`config.mk`:
```
export PLATFORM = sky130hd
export DESIGN_NAME = alu_scheduler
export DESIGN_NICKNAME = d
export VERILOG_FILES = /design/src/rtl/alu_scheduler_pkg.sv /design/src/rtl/alu_scheduler_alu.sv /design/src/rtl/alu_scheduler.sv
export SDC_FILE = /design/constraint.sdc
export NUM_CORES = 1
export LEC_CHECK = 0
export ABC_AREA = 1
export BUFFER_PORTS_ARGS = -buffer_cell sky130_fd_sc_hd__buf_2
export CORE_MARGIN = 3
export CORE_UTILIZATION = 45
export CTS_CLUSTER_DIAMETER = 40
export CTS_CLUSTER_SIZE = 12
export DETAILED_ROUTE_END_ITERATION = 16
export PLACE_DENSITY = 0.7
export SKIP_CTS_REPAIR_TIMING = 1
export SLEW_MARGIN = 20
export SYNTH_ARGS = -nofsm -noshare
export SYNTH_HDL_FRONTEND = slang
export SYNTH_HIERARCHICAL = 1
export SYNTH_SLANG_ARGS = --single-unit
```
`constraint.sdc`:
```
create_clock -name clk -period 9.65 [get_ports clk]
set_input_delay 1.93 -clock clk [delete_from_list [all_inputs] [get_ports clk]]
set_output_delay 1.93 -clock clk [all_outputs]
set_load 0.1 [all_outputs]
```
`src/rtl/alu_scheduler_pkg.sv`:
```
`default_nettype none
// ============================================================================
// Module      : alu_scheduler_pkg
// Description : Shared definitions for the ALU scheduler slice. Holds the ALU
//               op-code constants, the scheduler FSM state type and encodings,
//               and the bit positions of the {C,N,Z} flag vector.
// Revision    : 1.0 - initial release
// ============================================================================
package alu_scheduler_pkg;

    // ALU operation codes (low four bits of the request op field)
    localparam logic [3:0] C_OP_B     = 4'd0;
    localparam logic [3:0] C_OP_ADD   = 4'd1;
    localparam logic [3:0] C_OP_SUB   = 4'd2;
    localparam logic [3:0] C_OP_AND   = 4'd3;
    localparam logic [3:0] C_OP_OR    = 4'd4;
    localparam logic [3:0] C_OP_XOR   = 4'd5;
    localparam logic [3:0] C_OP_NOT   = 4'd6;
    localparam logic [3:0] C_OP_NEG   = 4'd7;
    localparam logic [3:0] C_OP_LSL   = 4'd8;
    localparam logic [3:0] C_OP_LSR   = 4'd9;
    localparam logic [3:0] C_OP_ASR   = 4'd10;
    localparam logic [3:0] C_OP_SWAP  = 4'd11;
    localparam logic [3:0] C_OP_SWAPN = 4'd12;
    localparam logic [3:0] C_OP_MUL   = 4'd13;

    // Scheduler FSM state type and encodings
    typedef logic [1:0] state_t;
    localparam state_t C_ST_IDLE = 2'd0;
    localparam state_t C_ST_EXEC = 2'd1;
    localparam state_t C_ST_RESP = 2'd2;

    // Bit positions inside the {C,N,Z} flag vector
    localparam int C_FLAG_Z = 0;
    localparam int C_FLAG_N = 1;
    localparam int C_FLAG_C = 2;

endpackage
`default_nettype wire

```
`src/rtl/alu_scheduler_alu.sv`:
```
`default_nettype none
// ============================================================================
// Module      : alu
// Description : 16-bit combinational ALU. Produces the result only; carry
//               derivation is left to the instantiating block.
// Ports       : i_a, i_b - operands
//               i_op     - bit4 = use carry-in, bits3:0 = operation
//               i_ci     - carry-in, honoured only when i_op[4] is set
//               o_y      - result (0 for op-codes 14/15)
// Revision    : 1.0 - initial release
// ============================================================================
module alu
    import alu_scheduler_pkg::*;
(
    input  logic [15:0] i_a,
    input  logic [15:0] i_b,
    input  logic [4:0]  i_op,
    input  logic        i_ci,
    output logic [15:0] o_y
);

    logic w_ci;
    assign w_ci = i_op[4] & i_ci;

    always_comb begin
        o_y = 16'h0000;
        case (i_op[3:0])
            C_OP_B:     o_y = i_b;
            C_OP_ADD:   o_y = i_a + i_b + {15'd0, w_ci};
            // Subtract-with-carry treats the carry as a borrow
            C_OP_SUB:   o_y = i_a - i_b - {15'd0, w_ci};
            C_OP_AND:   o_y = i_a & i_b;
            C_OP_OR:    o_y = i_a | i_b;
            C_OP_XOR:   o_y = i_a ^ i_b;
            C_OP_NOT:   o_y = ~i_a;
            C_OP_NEG:   o_y = 16'd0 - i_a;
            C_OP_LSL:   o_y = {i_a[14:0], w_ci};
            C_OP_LSR:   o_y = {w_ci, i_a[15:1]};
            C_OP_ASR:   o_y = {i_a[15], i_a[15:1]};
            C_OP_SWAP:  o_y = {i_a[7:0], i_a[15:8]};
            // Swap the two nibbles inside each byte
            C_OP_SWAPN: o_y = {i_a[11:8], i_a[15:12], i_a[3:0], i_a[7:4]};
            C_OP_MUL:   o_y = i_a * i_b;
            default:    o_y = 16'h0000;
        endcase
    end

endmodule
`default_nettype wire

```
`src/rtl/alu_scheduler.sv`:
```
`default_nettype none
// ============================================================================
// Module      : alu_scheduler
// Description : Two-requester round-robin front end for a single 16-bit ALU.
//               IDLE grants one request, EXEC runs the ALU (MUL_CYCLES for
//               MUL, one cycle otherwise), RESP presents the result to the
//               owning requester until it is taken.
// Ports       : clk, rst_n            - clock, async active-low reset
//               req_valid/req_ready   - per-requester request handshake
//               req_a, req_b, req_op  - per-requester operands and op
//               rsp_valid/rsp_ready   - per-requester response handshake
//               rsp_y, rsp_err        - shared result and illegal-op flag
//               flags                 - {C,N,Z} of last completed legal op
//               busy                  - scheduler not in IDLE
// Revision    : 1.0 - initial release
// ============================================================================
module alu_scheduler
    import alu_scheduler_pkg::*;
#(
    parameter int MUL_CYCLES = 2
)(
    input  logic             clk,
    input  logic             rst_n,
    input  logic [1:0]       req_valid,
    output logic [1:0]       req_ready,
    input  logic [1:0][15:0] req_a,
    input  logic [1:0][15:0] req_b,
    input  logic [1:0][4:0]  req_op,
    output logic [1:0]       rsp_valid,
    input  logic [1:0]       rsp_ready,
    output logic [15:0]      rsp_y,
    output logic             rsp_err,
    output logic [2:0]       flags,
    output logic             busy
);

    state_t      r_state;
    logic [15:0] r_a;
    logic [15:0] r_b;
    logic [4:0]  r_op;
    logic        r_id;
    logic        r_prio;     // requester that wins the next contention
    logic [1:0]  r_cnt;
    logic [15:0] r_y;
    logic        r_err;
    logic [2:0]  r_flags;

    logic        w_any;
    logic        w_gid;
    logic        w_accept;
    logic        w_ci;
    logic        w_c;
    logic        w_illegal;
    logic [15:0] w_alu_y;

    // Grant: lone requester wins; on contention the priority pointer decides
    assign w_any    = |req_valid;
    assign w_gid    = (req_valid == 2'b11) ? r_prio : req_valid[1];
    assign w_accept = (r_state == C_ST_IDLE) && w_any;

    // Ready is masked by rst_n so it drops immediately on reset assertion
    assign req_ready[0] = rst_n && w_accept && (w_gid == 1'b0);
    assign req_ready[1] = rst_n && w_accept && (w_gid == 1'b1);

    assign rsp_valid[0] = (r_state == C_ST_RESP) && (r_id == 1'b0);
    assign rsp_valid[1] = (r_state == C_ST_RESP) && (r_id == 1'b1);
    assign busy         = (r_state != C_ST_IDLE);
    assign rsp_y        = r_y;
    assign rsp_err      = r_err;
    assign flags        = r_flags;

    assign w_ci      = r_flags[C_FLAG_C] & r_op[4];
    assign w_illegal = (r_op[3:1] == 3'b111);

    alu u_alu (
        .i_a  (r_a),
        .i_b  (r_b),
        .i_op (r_op),
        .i_ci (r_flags[C_FLAG_C]),
        .o_y  (w_alu_y)
    );

    // Carry: bit 16 of the 17-bit add/sub, shifted-out bit for LSL/LSR
    always_comb begin
        w_c = 1'b0;
        case (r_op[3:0])
            C_OP_ADD: w_c = 1'(({1'b0, r_a} + {1'b0, r_b} + {16'd0, w_ci}) >> 16);
            C_OP_SUB: w_c = 1'(({1'b0, r_a} - {1'b0, r_b} - {16'd0, w_ci}) >> 16);
            C_OP_LSL: w_c = r_a[15];
            C_OP_LSR: w_c = r_a[0];
            default:  w_c = 1'b0;
        endcase
    end

    always_ff @(posedge clk or negedge rst_n) begin
        if (!rst_n) begin
            r_state <= C_ST_IDLE;
            r_a     <= 16'h0000;
            r_b     <= 16'h0000;
            r_op    <= 5'd0;
            r_id    <= 1'b0;
            r_prio  <= 1'b0;
            r_cnt   <= 2'd0;
            r_y     <= 16'h0000;
            r_err   <= 1'b0;
            r_flags <= 3'b000;
        end else begin
            case (r_state)
                C_ST_IDLE: begin
                    if (w_accept) begin
                        r_a     <= req_a[w_gid];
                        r_b     <= req_b[w_gid];
                        r_op    <= req_op[w_gid];
                        r_id    <= w_gid;
                        r_prio  <= ~w_gid;
                        // Counter holds the number of EXEC cycles still to go
                        r_cnt   <= (req_op[w_gid][3:0] == C_OP_MUL) ?
                                   2'(MUL_CYCLES - 1) : 2'd0;
                        r_state <= C_ST_EXEC;
                    end
                end
                C_ST_EXEC: begin
                    if (r_cnt == 2'd0) begin
                        r_err   <= w_illegal;
                        r_y     <= w_illegal ? 16'h0000 : w_alu_y;
                        if (!w_illegal) begin
                            r_flags[C_FLAG_C] <= w_c;
                            r_flags[C_FLAG_N] <= w_alu_y[15];
                            r_flags[C_FLAG_Z] <= (w_alu_y == 16'h0000);
                        end
                        r_state <= C_ST_RESP;
                    end else begin
                        r_cnt <= r_cnt - 2'd1;
                    end
                end
                C_ST_RESP: begin
                    if (rsp_ready[r_id]) begin
                        r_state <= C_ST_IDLE;
                    end
                end
                default: r_state <= C_ST_IDLE;
            endcase
        end
    end

endmodule
`default_nettype wire

```
==> impl_results.md, run 1 <==
- Post-Syn Nets: 2102
- Rel. slew slack: 34.6%
- Clk_lat worst skew: about 0.33 ns
- Mux cell area share after synthesis: 0%
- # fillers: between 2000 and 3000
- R2R Setup Slk: 3.00 ns
- Clock transition at the registers of the reported paths: 0.06 ns
- Setup WS post-layout: between 2 and 3 ns
- GRT overflow: 0
- Initial DRC count: 1122
- Status: finished, final reports clean
- Initial antenna violation count: 0
- FMAX: between 150 and 200 MHz
- WL final: approximately 44000 µm
- Clock Path Buffers: 2
- Die H: ~170 µm
- Synth Area in Compound Gates: 16.3%
- Worst path required time: 9.90 ns
- Total track usage: between 30% and 40%
- Critical Path Source: r_a[5]
- H-tree Lvls: 3
- R2r startpoint: r_a[5]
- M1 wire length: approximately 19000 µm
- Ys Warns: 6
- Tcrit/Tclk final: 68.9%
- ANT nets after route: 0
- Setup TNS: 0 ns
- Clock root buffer: clkbuf_16
- Worst slew pin tran: 0.981 ns
- Adder-Cell Fraction of Synth Area: about 30%
- TritonRoute pass-1 iters: 6
- Tmin final: 6.65 ns
- Met3 WL post-DR: around 3900 µm
- HP Class: flip-flop to flip-flop
- CP Launch Type: flip-flop
- Area grow syn2layout: 8.72%
- Die ar.: around 29000 µm²
- Met2 WL: roughly 19000 µm
- Slowest CP cell: dfrtp_1
- WL/cell: between 20 and 25 µm
- Largest family of logic cells by synthesized area: adder cells
- Crit Path Max Fanout: 22
- R2R depth: 29
- Core Region: about 26000 µm²
- Number of max-cap violations: 0
- Num ports: between 100 and 150
- Post-synth EDFFs: 0
- CTS Buf Count: 9
- Post-Synthesis Cell Area: about 12000 µm²
- Post-synthesis register bit count: 63
- Die X: 171 µm
- Worst Skew: roughly 0.0062 ns
- Cells after synthesis: 1781
- Async SR Flop Fraction: 100%
- Crit path to: flags[0]
- Crit path DAT: slightly below 7 ns
- Buffers on Ports: roughly 100
- Starting density of the core: approximately 46%
- Post-DP HPWL: ~35000 µm
- # setup viols final: 0
- Via count of the routed design: approximately 12000
- Setup CP Type: flip-flop to flip-flop
- R2r endpoint: flags[0]
- Post-synthesis xor/xnor area fraction: less than 1%
- Final nets: 2177
- Post-synth cell types: 56
- Ys flop type: dfrtp_1
- CP peak stage delay: a little under 0.9 ns
- Seq/Total Area, Yosys: ~13%
- Num Clock Sinks: 63
- CP Capture Type: flip-flop
- Inserted Diodes: 0
- Vias per Instance: ~5.6
- # DRC: 0
- Post-place setup slack: between 3 and 4 ns
- Largest net degree at the start of global routing: between 60 and 70
- CTS tree: built
- Max layer used: met4
- RD Place Congestion: just over 1
- First-pass GRT wire length: just under 70000 µm
- Fin. max-slew vios: 0
- Row cnt: between 50 and 60
- Share of layout cells above drive strength 1: a little under an eighth
- Area share of and/or/nand/nor cells after synthesis: 23.7%
- RSZ-0062 raised after global routing: false
- Vias in the first global route: around 12000
- Final Hold Fails: 0
- Syn avg cell area: about 6.9 µm²
[registers in the layout, summed over array words and instances, names as in the netlist]
| name | count |
|---|---|
| rsp_err | 1 |
| flags | 3 |
| r_cnt | 2 |
| r_a | 16 |
| r_state | 2 |
| r_b | 16 |
| rsp_y | 16 |
| r_id | 1 |
| r_prio | 1 |
| r_op | 5 |
[layout by cell type (no fill, tap or decap), types with 7 or more instances in the layout]
cell type	n
nor3_1	13
o2111ai_1	12
fa_1	83
o22ai_1	38
a21o_1	7
nand2_1	409
o221ai_1	10
inv_2	12
o21ai_0	62
nor2_1	79
clkbuf_16	9
nand3_1	103
buf_2	104
o221ai_2	11
buf_4	20
a21oi_1	79
dfrtp_1	63
o211ai_2	17
ha_1	158
inv_1	429
nor4_1	10
o31ai_1	7
nand4_1	18
[cell type report]
type / instances / area (µm²) / share of cell area [%]
inverters: 448 / 1690 / 12.7
clock inverters: 7 / 80.1 / 0.603
multi-input cells: 1210 / 8610 / 64.9
flip-flops and latches: 63 / 1580 / 11.9
well taps: 335 / 419 / 3.16
clock buffers: 9 / 225 / 1.70
repair buffers: 124 / 671 / 5.05
[critical path: cells and delay by family, from the launching register on]
family	cells	cell delay [ns]
AO/OA/AOI/OAI	2	0.39
XOR/XNOR	1	0.16
adder cells (fa/ha/maj)	8	3.23
buffers and inverters	5	0.27
flip-flops	1	0.88
AND/OR/NAND/NOR	13	1.62
[stage by stage]
step                instance area, µm²  hold slack [ns]  std cells  utilization (%)
floorplan                        12200            0.508       1781                -
global placement                 13000            0.462       2180             49.2
detailed placement               13000            0.465       2180             49.2
CTS                              13300            0.479       2196             50.3
global route                     13300            0.509       2196             50.3
finish                           13300            0.474       2196             50.3
[cell usage after synthesis, types with 4 or more instances]
library cell	number	area, µm²
a21boi_0	5	37.5
nor2_1	80	300
o2111ai_1	12	105
o221ai_1	10	87.6
o211ai_2	17	213
inv_2	12	45.0
fa_1	83	1660
xnor2_1	5	43.8
nand2_2	4	25.0
nand3b_1	6	45.0
a21oi_1	79	395
inv_1	429	1610
o21ai_0	62	310
or2_2	6	37.5
clkinv_1	4	15.0
o21a_1	5	37.5
clkbuf_1	24	90.1
o221ai_2	11	165
nor2_4	5	56.3
a221oi_1	5	43.8
nand2_1	409	1540
buf_2	23	115
nand3_1	103	515
nand4_1	18	113
xor2_1	5	43.8
o31ai_1	7	52.6
o22ai_1	38	238
a31oi_1	5	31.3
nor2_2	4	25.0
nor4_1	10	62.6
buf_6	9	101
a21o_1	7	52.6
ha_1	158	1980
dfrtp_1	63	1580
a211oi_1	5	37.5
nor3_1	13	65.1
a22o_1	4	35.0
[metal layers]
metal  global-route usage, %  vias up
li1                        -     5796
met1                    40.4     5784
met2                    48.3      562
met3                    5.73       92
met4                    12.1        0
met5                       0        -
[logic make-up (layout without fill, tap and decap cells)]
kind of cell	after synthesis	count (layout)
AOI/OAI and AO/OA	290	290
adders and majority gates	241	241
xor gates and xnor gates	10	10
buffers and inverters	508	588
DFF	63	63
and+or+nand+nor	669	669
[worst min-delay path by stage]
| stage | startpoint | to | slack (ns) | cells past startpoint |
|---|---|---|---|---|
| after CTS | rsp_y[8] | rsp_y[8] | 0.48 | 2 |
| after global routing | rsp_y[0] | rsp_y[0] | 0.51 | 2 |
| after detailed placement | rsp_y[10] | rsp_y[10] | 0.46 | 2 |
| after global placement | flags[1] | flags[1] | 0.46 | 2 |
| final | rsp_y[8] | rsp_y[8] | 0.47 | 2 |
| after floorplan | r_cnt[1] | r_cnt[1] | 0.51 | 2 |
Power of run 1 is not shown: default switching activity piles up to over one toggle a cycle in this logic, so the estimate is an artifact.
==> inputs of run 2 (changes only) <==
- PLACE_DENSITY: 0.7 -> 0.72
- clock period: 9.65 -> 6 ns (I/O delays scaled with it)
==> impl_results.md, run 2 (synthesis gave the netlist of run 1 again) <==
- Status: finished, final reports clean (unchanged)
- CP peak stage delay: 0.55 ns (was 0.88 ns)
- Worst slew pin tran: 0.954 ns (was 0.981 ns)
- Finished Layout Cells: 2266 (was 2196)
- Clock root buffer: clkbuf_16 (unchanged)
- # DRC: 0 (unchanged)
- Leading cell type in the layout, fill and taps excluded: inv_1 (unchanged)
- Buffers on Ports: 104 (unchanged)
- Worst path required time: 6.25 ns (was 9.90 ns)
- Die X: 171 µm (unchanged)
- WL/cell: 19.7 µm (was 20.0 µm)
- Largest net degree at the start of global routing: 64 (was 65)
- Via count of the routed design: 12588 (was 12234)
- First-pass GRT wire length: 68900 µm (was 68100 µm)
- Inserted Diodes: 0 (unchanged)
- Rel. slew slack: 36.1% (was 34.6%)
- # setup viols final: 0 (unchanged)
- HP Class: flip-flop to flip-flop (unchanged)
- Setup CP Type: flip-flop to flip-flop (unchanged)
- Final Hold Fails: 0 (unchanged)
- Placed insts: 2239 (was 2180)
- Crit path max-delay family: adder cells (unchanged)
- Initial DRC count: 1201 (was 1122)
- Crit path DAT: 6.05 ns (was 6.90 ns)
- Row cnt: 59 (unchanged)
- FMAX: 172 MHz (was 150 MHz)
- Num ports: 105 (unchanged)
- Vias in the first global route: 12174 (was 12175)
- Share of layout cells above drive strength 1: 16.2% (was 11.6%)
- Critical Path Source: r_b[4] (was r_a[5])
- Tmin final: 5.80 ns (was 6.65 ns)
- R2r startpoint: r_b[4] (was r_a[5])
- Worst Skew: 0.00571 ns (was 0.00620 ns)
- ANT nets after route: 0 (unchanged)
- WL final: 44700 µm (was 43900 µm)
- CP Capture Type: flip-flop (unchanged)
- Worst path bufs/invs: 6 (was 5)
- Tcrit/Tclk final: 96.7% (was 68.9%)
- RD Place Congestion: 1.02 (was 1.03)
- Number of max-cap violations: 0 (unchanged)
- Hold Startpoint: rsp_y[12] (was rsp_y[8])
- Core Region: 26400 µm² (unchanged)
- Vias per Instance: 5.56 (was 5.57)
- Clock Path Buffers: 2 (unchanged)
- Final Util: 52.9% (was 50.3%)
- Clk_lat worst skew: 0.33 ns (about the same)
- Starting density of the core: 46.3% (unchanged)
- Num Clock Sinks: 63 (unchanged)
- GRT overflow: 0 (unchanged)
- Area grow syn2layout: 14.2% (was 8.72%)
- CTS tree: built (unchanged)
- Initial antenna violation count: 1 (was 0)
- TritonRoute pass-1 iters: 6 (unchanged)
- Die ar.: 29100 µm² (unchanged)
- Clock transition at the registers of the reported paths: 0.06 ns (about the same)
- Cell mode on critical path: nand2_1
- Fin. max-slew vios: 0 (unchanged)
- H-tree Lvls: 3 (unchanged)
- Area of the multi-input gates: 8710 µm² (was 8610 µm²)
- Slowest CP cell: fa_1 (was dfrtp_1)
- Setup WS post-layout: 0.199 ns (was 3.00 ns)
- CTS Buf Count: 9 (unchanged)
- Post-DP HPWL: 35900 µm (was 34600 µm)
- # fillers: 2598 (was 2651)
- Total track usage: 30.6% (was 30.2%)
- Final nets: 2247 (was 2177)
- Die H: 171 µm (unchanged)
- Post-place setup slack: 0.0218 ns (was 3.11 ns)
- FF/Latch Area: 1590 µm² (was 1580 µm²)
- Crit Path Max Fanout: 6 (was 22)
- Commonest cells after routing, fill and taps aside: 428 x inv_1, 407 x nand2_1, 155 x ha_1, 104 x buf_2, 100 x nand3_1 (was 429 x inv_1, 409 x nand2_1, 158 x ha_1, 104 x buf_2, 103 x nand3_1)
- CP Launch Type: flip-flop (unchanged)
[run 2: per-stage QoR]
step / hold slack [ns] / setup TNS, ns / instance area [µm²]
global route: 0.512 / -0.0847 / 13900
finish: 0.477 / 0 / 13900
global placement: 0.462 / 0 / 13400
detailed placement: 0.460 / 0 / 13400
CTS: 0.482 / 0 / 13700
floorplan: 0.508 / 0 / 12200
[run 2: worst register-to-register path: cells and delay by family, from the launching register on]
kind / cells / cell delay [ns]
buf+inv: 6 / 0.65
flops: 1 / 0.43
simple gates: 17 / 1.52
compound gates: 1 / 0.15
fa+ha+maj: 6 / 2.99
[run 2: final cells by class]
class                   count  area share, %
inverters                 448           12.1
multi-input cells        1210           62.5
well taps                 335           3.01
clock buffers               9           1.62
clock inverters             7          0.530
repair buffers            194           8.83
flip-flops and latches     63           11.4
[run 2: path summary, 6_finish.rpt]
path	slack (ns)	to	cells past startpoint
max	0.20	flags[0]	30
min	0.48	rsp_y[12]	2
max reg2reg	0.20	flags[0]	30
min reg2reg	0.48	rsp_y[12]	2
max in group asynchronous	4.35	r_a[5]	2
min in group asynchronous	1.05	r_state[1]	2
[run 2: metal layers]
layer | vias up | track usage [%] | part of all wire (%)
met5 | - | 0 | 0
met4 | 0 | 13.2 | 5.0
met3 | 113 | 4.11 | 7.7
met2 | 629 | 49.4 | 45
met1 | 5915 | 41.2 | 42
li1 | 5931 | - | -
Power of run 2 is left out for the same reason.
==> inputs of run 3 (changes only) <==
- CORE_UTILIZATION: 45 -> 60
- PLACE_DENSITY: 0.72 -> 0.87
- clock period: 6 -> 5.8 ns (I/O delays scaled with it)
==> impl_results.md, run 3 (synthesis gave the netlist of run 1 again) <==
- Largest net degree at the start of global routing: 64 (unchanged)
- Clock root buffer: clkbuf_16 (unchanged)
- Vias in the first global route: 12970 (was 12174)
- RD Place Congestion: 1.01 (was 1.02)
- Inserted Diodes: 0 (unchanged)
- Initial antenna violation count: 1 (unchanged)
- Status: finished, final reports clean (unchanged)
- CTS Buf Count: 9 (unchanged)
- # setup viols final: 0 (unchanged)
- Clock transition at the registers of the reported paths: 0.06 ns (about the same)
- Row cnt: 51 (was 59)
- Placed insts: 2176 (was 2239)
- RSZ-0062 raised after global routing: true
- WL final: 45300 µm (was 44700 µm)
- Clock Path Buffers: 2 (unchanged)
- Initial DRC count: 1444 (was 1201)
- Core Region: 19700 µm² (was 26400 µm²)
- Crit Path Max Fanout: 7 (was 6)
- Clk_lat worst skew: 0.33 ns (about the same)
- # DRC: 0 (unchanged)
- Via count of the routed design: 13154 (was 12588)
- Tcrit/Tclk final: 98.0% (was 96.7%)
- R2r startpoint: r_b[4] (unchanged)
- Share of layout cells above drive strength 1: 19.5% (was 16.2%)
- R2r endpoint: flags[0] (unchanged)
- Crit path DAT: 5.94 ns (was 6.05 ns)
- # fillers: 1508 (was 2598)
- ANT nets after route: 0 (unchanged)
- Final Hold Fails: 0 (unchanged)
- Worst slew pin tran: 0.947 ns (was 0.954 ns)
- Finished Layout Cells: 2208 (was 2266)
- WL/cell: 20.5 µm (was 19.7 µm)
- Leading cell type in the layout, fill and taps excluded: inv_1 (unchanged)
- Num ports: 105 (unchanged)
- Hold Path Sink: rsp_y[15] (was rsp_y[12])
- Setup CP Type: flip-flop to flip-flop (unchanged)
- Post-DP HPWL: 35100 µm (was 35900 µm)
- Fin. max-slew vios: 0 (unchanged)
- Final Util: 72.1% (was 52.9%)
- Die X: 149 µm (was 171 µm)
- Commonest cells after routing, fill and taps aside: 421 x inv_1, 397 x nand2_1, 146 x ha_1, 105 x buf_2, 91 x nand3_1 (was 428 x inv_1, 407 x nand2_1, 155 x ha_1, 104 x buf_2, 100 x nand3_1)
- Rel. slew slack: 35.3% (was 36.1%)
- Total track usage: 40.3% (was 30.6%)
- H-tree Lvls: 3 (unchanged)
- Starting density of the core: 61.9% (was 46.3%)
- Worst path required time: 6.06 ns (was 6.25 ns)
- R2R Setup Slk: 0.12 ns (was 0.20 ns)
- Num Clock Sinks: 63 (unchanged)
- GRT overflow: 0 (unchanged)
- FMAX: 176 MHz (was 172 MHz)
- Hold Startpoint: rsp_y[15] (was rsp_y[12])
- CP Launch Type: flip-flop (unchanged)
- Die H: 149 µm (was 171 µm)
- Number of max-cap violations: 0 (unchanged)
- Die ar.: 22100 µm² (was 29100 µm²)
- Hold path cells: 2 (unchanged)
- HP Class: flip-flop to flip-flop (unchanged)
- Final nets: 2259 (was 2247)
- Tmin final: 5.68 ns (was 5.80 ns)
- CTS tree: built (unchanged)
- TritonRoute pass-1 iters: 6 (unchanged)
- CP Capture Type: flip-flop (unchanged)
- R2R depth: 24 (was 30)
- Worst Skew: 0.00475 ns (was 0.00571 ns)
- Area grow syn2layout: 16.5% (was 14.2%)
- Vias per Instance: 5.96 (was 5.56)
- First-pass GRT wire length: 69400 µm (was 68900 µm)
- Buffers on Ports: 104 (unchanged)
run 3: cell count changes in the layout (fill, tap and decap cells not counted), sizes merged:
cell | previous run | this run
clkinv | 12 | 10
buf | 193 | 205
clkbuf | 10 | 12
run 3: final cells by class:
type	instances	area [µm²]	share of cell area [%]
Clock inverter	5	56.3	0.396
Inverter	448	1690	11.9
Clock buffer	11	253	1.78
Sequential cell	63	1590	11.2
Timing Repair Buffer	206	1370	9.60
Tap cell	265	332	2.33
Multi-Input combinational cell	1210	8940	62.8
run 3: per-layer routing:
| metal | vias up | GRT usage [%] | routed length (µm) |
|---|---|---|---|
| li1 | 5958 | - | - |
| met1 | 6172 | 50.7 | 17200 |
| met2 | 823 | 65.2 | 20500 |
| met3 | 199 | 6.61 | 4420 |
| met4 | 2 | 24.5 | 3170 |
| met5 | - | 0 | 20 |
run 3: worst max path at each step:
stage / from / to / slack [ns] / depth (start not counted)
2_1_floorplan: r_b[1] / flags[0] / 0.07 / 27
3_3_place_gp: r_b[2] / flags[0] / -0.002 / 22
3_5_place_dp: r_a[6] / flags[0] / -0.09 / 26
4_1_cts: r_b[1] / flags[0] / -0.11 / 25
5_1_grt: r_b[5] / flags[0] / -0.11 / 29
6_report: r_b[4] / flags[0] / 0.12 / 24
run 3: stage by stage:
| step | setup slack (ns) | hold slack, ns | setup TNS, ns | cell area [µm²] |
|---|---|---|---|---|
| 2_1_floorplan | 0.0655 | 0.508 | 0 | 12200 |
| 6_report | 0.117 | 0.472 | 0 | 14200 |
| 5_1_grt | -0.110 | 0.504 | -0.310 | 14200 |
| 4_1_cts | -0.108 | 0.475 | -0.108 | 13700 |
| 3_5_place_dp | -0.0866 | 0.459 | -0.0866 | 13400 |
| 3_3_place_gp | -0.00187 | 0.460 | -0.00187 | 13400 |
run 3: critical path, stage by stage, from the launching register on:
cell and delay, ns:
dfrtp_2 0.46, buf_4 0.18, nand2_1 0.06, inv_1 0.05, fa_1 0.53, inv_1 0.05, fa_2 0.51, inv_1 0.04
ha_1 0.19, fa_1 0.47, fa_1 0.54, inv_1 0.05, fa_1 0.51, inv_1 0.08, ha_4 0.27, a21o_1 0.20
nor2_1 0.14, nand2_1 0.11, xnor2_2 0.22, nor2_1 0.07, nor2_2 0.19, nand3_2 0.15, nor4_4 0.30, nand3_1 0.10
o21ai_1 0.14
Power of run 3 is left out for the same reason.
